`src/rtl/fetch_unit.sv`:
```
// rtl/fetch_unit.sv - instruction fetch FSM with a circular fetch buffer
module fetch_unit #(
   parameter int          DEPTH    = 4,
   parameter logic [31:0] RESET_PC = 32'h00000060
) (
   input  logic        clk,
   input  logic        reset_n,
   output logic        instr_read,
   output logic [31:0] instr_mem_address,
   input  logic        instr_mem_resp,
   input  logic [31:0] instr_mem_rdata,
   input  logic        redirect,
   input  logic [31:0] redirect_pc,
   input  logic        iq_ready,
   output logic        fetch_valid,
   output logic [31:0] fetch_instr,
   output logic [31:0] fetch_pc
);

   localparam int PW = $clog2(DEPTH);
   localparam int CW = PW + 1;

   typedef enum logic [1:0] {IDLE, REQ, DISCARD} state_t;

   state_t          state;
   logic [31:0]     next_pc;
   logic [31:0]     req_addr;
   logic [PW-1:0]   head;
   logic [PW-1:0]   tail;
   logic [CW-1:0]   count;
   logic [CW-1:0]   count_after;
   logic [31:0]     buf_pc    [DEPTH];
   logic [31:0]     buf_instr [DEPTH];
   logic            push;
   logic            pop;
   logic            room;

   // A redirect flushes the buffer, so it suppresses both push and pop that cycle.
   always_comb begin
      pop         = fetch_valid && iq_ready && !redirect;
      push        = (state == REQ) && instr_mem_resp && !redirect;
      count_after = count + CW'(push) - CW'(pop);
      room        = count_after < CW'(DEPTH);
   end

   assign instr_mem_address = req_addr;
   assign fetch_valid       = (count != '0);
   assign fetch_instr       = fetch_valid ? buf_instr[head] : 32'h0;
   assign fetch_pc          = fetch_valid ? buf_pc[head]    : 32'h0;

   // Buffer storage; contents are only observed through the valid-gated head outputs.
   always_ff @(posedge clk) begin
      if (push) begin
         buf_pc[tail]    <= req_addr;
         buf_instr[tail] <= instr_mem_rdata;
      end
   end

   // Head/tail pointers and occupancy; pointers wrap naturally at DEPTH.
   always_ff @(posedge clk or negedge reset_n) begin
      if (!reset_n) begin
         head  <= '0;
         tail  <= '0;
         count <= '0;
      end else if (redirect) begin
         head  <= '0;
         tail  <= '0;
         count <= '0;
      end else begin
         if (push) tail <= tail + 1'b1;
         if (pop)  head <= head + 1'b1;
         count <= count_after;
      end
   end

   // Request FSM; at most one request is outstanding and its address stays put until answered.
   always_ff @(posedge clk or negedge reset_n) begin
      if (!reset_n) begin
         state      <= IDLE;
         next_pc    <= RESET_PC;
         req_addr   <= RESET_PC;
         instr_read <= 1'b0;
      end else begin
         case (state)
            IDLE: begin
               if (redirect) begin
                  next_pc    <= redirect_pc;
                  req_addr   <= redirect_pc;
                  state      <= REQ;
                  instr_read <= 1'b1;
               end else if (room) begin
                  req_addr   <= next_pc;
                  state      <= REQ;
                  instr_read <= 1'b1;
               end
            end
            REQ: begin
               if (instr_mem_resp) begin
                  if (redirect) begin
                     // data for the stale path is dropped, restart at the target
                     next_pc  <= redirect_pc;
                     req_addr <= redirect_pc;
                  end else begin
                     next_pc <= req_addr + 32'd4;
                     if (room) begin
                        req_addr <= req_addr + 32'd4;
                     end else begin
                        state      <= IDLE;
                        instr_read <= 1'b0;
                     end
                  end
               end else if (redirect) begin
                  // the old request is still in flight; wait for it and throw it away
                  next_pc <= redirect_pc;
                  state   <= DISCARD;
               end
            end
            DISCARD: begin
               if (redirect) next_pc <= redirect_pc;
               if (instr_mem_resp) begin
                  req_addr <= redirect ? redirect_pc : next_pc;
                  state    <= REQ;
               end
            end
            default: begin
               state      <= IDLE;
               instr_read <= 1'b0;
            end
         endcase
      end
   end

endmodule

```
`config.mk`:
```
export PLATFORM = sky130hd
export DESIGN_NAME = fetch_unit
export DESIGN_NICKNAME = d
export VERILOG_FILES = /design/src/rtl/fetch_unit.sv
export SDC_FILE = /design/constraint.sdc
export NUM_CORES = 1
export LEC_CHECK = 0
export ABC_AREA = 1
export CAP_MARGIN = 20
export CELL_PAD_IN_SITES_DETAIL_PLACEMENT = 0
export CELL_PAD_IN_SITES_GLOBAL_PLACEMENT = 2
export CORE_UTILIZATION = 36
export DETAILED_ROUTE_END_ITERATION = 8
export PLACE_DENSITY_LB_ADDON = 0.1
export SLEW_MARGIN = 20
export SYNTH_ARGS = -nofsm -noshare
export SYNTH_HDL_FRONTEND = slang
export SYNTH_SLANG_ARGS = --single-unit
```
`constraint.sdc`:
```
create_clock -name clk -period 4.6 [get_ports clk]
set_clock_uncertainty 0.2 [all_clocks]
set_input_delay 0.92 -clock clk [delete_from_list [all_inputs] [get_ports clk]]
set_output_delay 0.92 -clock clk [all_outputs]
set_load 0.005 [all_outputs]
```
==> out/qor.csv <==
stage,metric,value,unit
status,status,finished with violations,
status,violations,DRC,
clocking,clk_pin_slew,0.06,ns
route,ant_nets,0,
clocking,cts_hold_buf,0,
clocking,cts_tree,yes,
route,drcViolationCount,9,
timing,slew_headroom,36.1,%
timing,min_period,3.94,ns
clocking,cts_made_buffers,39,
cells_and_area,nFillCells,3920,
clocking,cts_post_setup_buffers_inserted,0,
clocking,cts.sinks,330,
cells_and_area,nNetsFinal,1815,
route,initialDrtViolationCount,571,
timing,finalSetupViolations,0,
critical_path,crit_required,3.48,ns
clocking,htree_levels,2,
floorplanning,die_x,207,um
cells_and_area,antenna_cells,0,
route,routed_wl,41.4,mm
critical_path,critPathTopFamily,buffers and inverters,
grt,grt_max_degree,130,
cells_and_area,syn_to_final_growth,23.2,%
cells_and_area,drive_gt1_share,6.96,%
clocking,root_buffer,clkbuf_16,
timing,hold_viol,0,
grt,grt_pass1_wl,63.1,mm
timing,fmax,254,MHz
critical_path,path_cells,clkinv_2 -> buf_4 -> o21ai_0 -> a21oi_1 -> clkdlybuf4s50_1,
synth,syn_nets,1671,
placement,dpl.cell_count,2229,
pwr,power.density,607,nW/um^2
grt,antenna_found_initial,0,
clocking,clock_path_buffers,3,
synth,yosysTopAreaCell,edfxtp_1,
synth,syn_inst,1594,
cells_and_area,regArea,9550,um^2
placement,dp_hpwl,25.0,mm
critical_path,critPathMaxStageDelay,0.55,ns
route,maxUsedRoutingLayer,met4,
clocking,cts_resized,0,
timing,finalWorstSetupSlack,0.660,ns
timing,rsz0062_at_grt,false,
synth,yosys-top-cells-area,"edfxtp_1 51%, dfrtp_1 12%, nor2_1 8.6%",
critical_path,path_max_fanout,54,
synth,ys_ff_latch,330,
critical_path,start_kind,register,
pwr,leakagePower,7.08,nW
critical_path,crit_arrival,2.82,ns
floorplanning,ios,167,
critical_path,crit_type,reg2out,
synth,ys_seq_area_share,63.3,%
synth,synthesis.area,15100,um^2
synth,synth.distinct_cells,33,
synth,synth.avg_cell_area,9.46,um^2
pwr,finalPower,0.0113,W
floorplanning,rows,74,
placement,gp_congestion,0.733,
route,dr_wl_met2,19.6,mm
route,wl_met3,2.05,mm
route,wl_per_cell,18.0,um
pwr,ir_worst_vdd,0.000292,V
cells_and_area,final_core_util,45.2,%
grt,grt_usage,19.5,%
route,viasPerCell,4.86,
run,cap_violations,0,
synth,ys_warn_count,0,
timing,worst_pin_slew,0.957,ns
critical_path,slowest_stage,clkdlybuf4s50_1,
grt,grt_pass1_vias,10826,
route,m1WireLength,19.2,mm
floorplanning,core_area,41100,um^2
floorplanning,initial_core_util,36.7,%
min_path,hold_path.class,in2async,
cells_and_area,multi_input_area,4870,um^2
timing,slew_violations,0,
floorplanning,die_height,207,um
cells_and_area,final_cells,2298,
floorplanning,die_area,42700,um^2
synth,synth.top_cell.area_share,51.0,%
placement,dp_slack,0.622,ns
placement,io_buffers,166,
critical_path,worst-path-buf-inv,3,
timing,period_share,85.6,%
grt,overflow,0,
critical_path,endpoint_kind,output port,
clocking,clock_latency,0.54,ns
route,num_vias,11160,
route,firstDrtPassIters,7,
==> layout by cell type, fill, tap and decap left out, types with 3 or more instances in the layout <==
master           Yosys  layout
inv_1               76      75
clkinv_1             0       5
nand3_1             97      97
dfstp_2              4       4
inv_2                5       5
a21boi_0             5       5
clkinv_4             0       3
o21ai_1             10      10
a21oi_1             81      81
buf_4                0      15
nand2_2              7       8
nand2_1            335     334
clkbuf_1            33       6
nor2_1             344     340
clkbuf_16            0      40
nor2_2               7       6
dfrtp_1             70      68
bufinv_16            0       3
o21bai_1             6       6
clkdlybuf4s50_1      0     164
o21a_1               4       4
nor2_4               5      10
buf_12               0       9
clkinvlp_4           0       4
o21ai_0            175     175
clkinv_2             0       7
edfxtp_1           256     256
ha_1                 7       7
==> power by group <==
group	total [W]	internal (W)	switching, W	leakage [nW]
Clock	0.00299	0.00177	0.00122	0.598
Combinational	0.00385	0.00163	0.00223	3.26
Sequential	0.00443	0.00384	0.000588	3.22
Total	0.0113	0.00724	0.00404	7.08
==> cell usage after synthesis <==
| library cell | instances |
|---|---|
| a21boi_0 | 5 |
| o21a_1 | 4 |
| a21oi_1 | 81 |
| nand4_1 | 1 |
| o211ai_1 | 2 |
| o21ai_1 | 10 |
| nor3_1 | 3 |
| nand3_1 | 97 |
| o21bai_1 | 6 |
| a21oi_2 | 1 |
| buf_1 | 15 |
| inv_1 | 76 |
| dfstp_2 | 4 |
| o21ai_0 | 175 |
| ha_1 | 7 |
| buf_2 | 34 |
| inv_2 | 5 |
| nor2_2 | 7 |
| nor2_1 | 344 |
| buf_6 | 3 |
| dfrtp_1 | 70 |
| and2_1 | 1 |
| edfxtp_1 | 256 |
| nand2_4 | 1 |
| clkbuf_1 | 33 |
| nand2_1 | 335 |
| xnor2_2 | 1 |
| nor2_4 | 5 |
| buf_8 | 1 |
| fa_1 | 1 |
| o22ai_1 | 2 |
| xor2_1 | 1 |
| nand2_2 | 7 |
==> through the flow <==
| step | setup TNS (ns) | hold slack, ns | cell area [um^2] |
|---|---|---|---|
| 2_1_floorplan | -104.67 | 0.244 | 15100 |
| 3_3_place_gp | 0 | 0.256 | 17300 |
| 3_5_place_dp | 0 | 0.265 | 17300 |
| 4_1_cts | 0 | 0.274 | 18600 |
| 5_1_grt | 0 | 0.287 | 18600 |
| 6_report | 0 | 0.247 | 18600 |
==> worst paths after layout <==
kind	startpoint	to	slack [ns]	depth (start not counted)
min in group clk	next_pc[5]	next_pc[5]	0.27	2
max in group asynchronous	reset_n	instr_mem_address[18]	3.06	2
setup reg to reg	count[1]	instr_mem_address[25]	1.40	17
setup / recovery	head[0]	fetch_instr[13]	0.66	5
hold reg to reg	next_pc[5]	next_pc[5]	0.27	2
hold / removal	reset_n	count[0]	0.25	1
==> final cells by class <==
class                           count  area share, %
Clock buffer                       46           5.51
Clock inverter                     23           1.19
Inverter                           81           1.64
Multi-Input combinational cell   1097           26.2
Sequential cell                   330           51.4
Tap cell                          532           3.58
Timing Repair Buffer              189           10.4
==> sequential cells by signal, indices dropped and copies added, names as in the netlist <==
name               flops
head                   2
buf_instr            128
instr_read             1
state                  2
instr_mem_address     32
next_pc               32
tail                   2
buf_pc               128
count                  3
==> metal layers <==
metal | track usage (%) | up-vias
met1 | 26.7 | 5272
met5 | 0 | -
li1 | - | 5616
met4 | 4.54 | 0
met3 | 3.01 | 44
met2 | 32.5 | 228
==> kinds of logic after synthesis <==
group	share of synthesized area [%]
compound gates	9.82
fa+ha+maj	0.714
xor+xnor	0.166
flops	63.3
simple gates	21.3
buf+inv	4.66
==> worst reg2reg max path, cell delays in order, from the launching register on <==
cell and delay, ns:
dfrtp_1 0.43, nor3_2 0.21, inv_1 0.13, nand2_1 0.14, nor2_1 0.06, ha_1 0.29
inv_1 0.05, ha_1 0.13, inv_1 0.05, fa_1 0.43, xnor2_2 0.18, nor2_4 0.13
nand2_2 0.08, nand2_4 0.16, buf_12 0.23, nor2_1 0.08, nand2_1 0.06, nand2_1 0.05
Note: power is estimated with default switching activity, not from simulation.
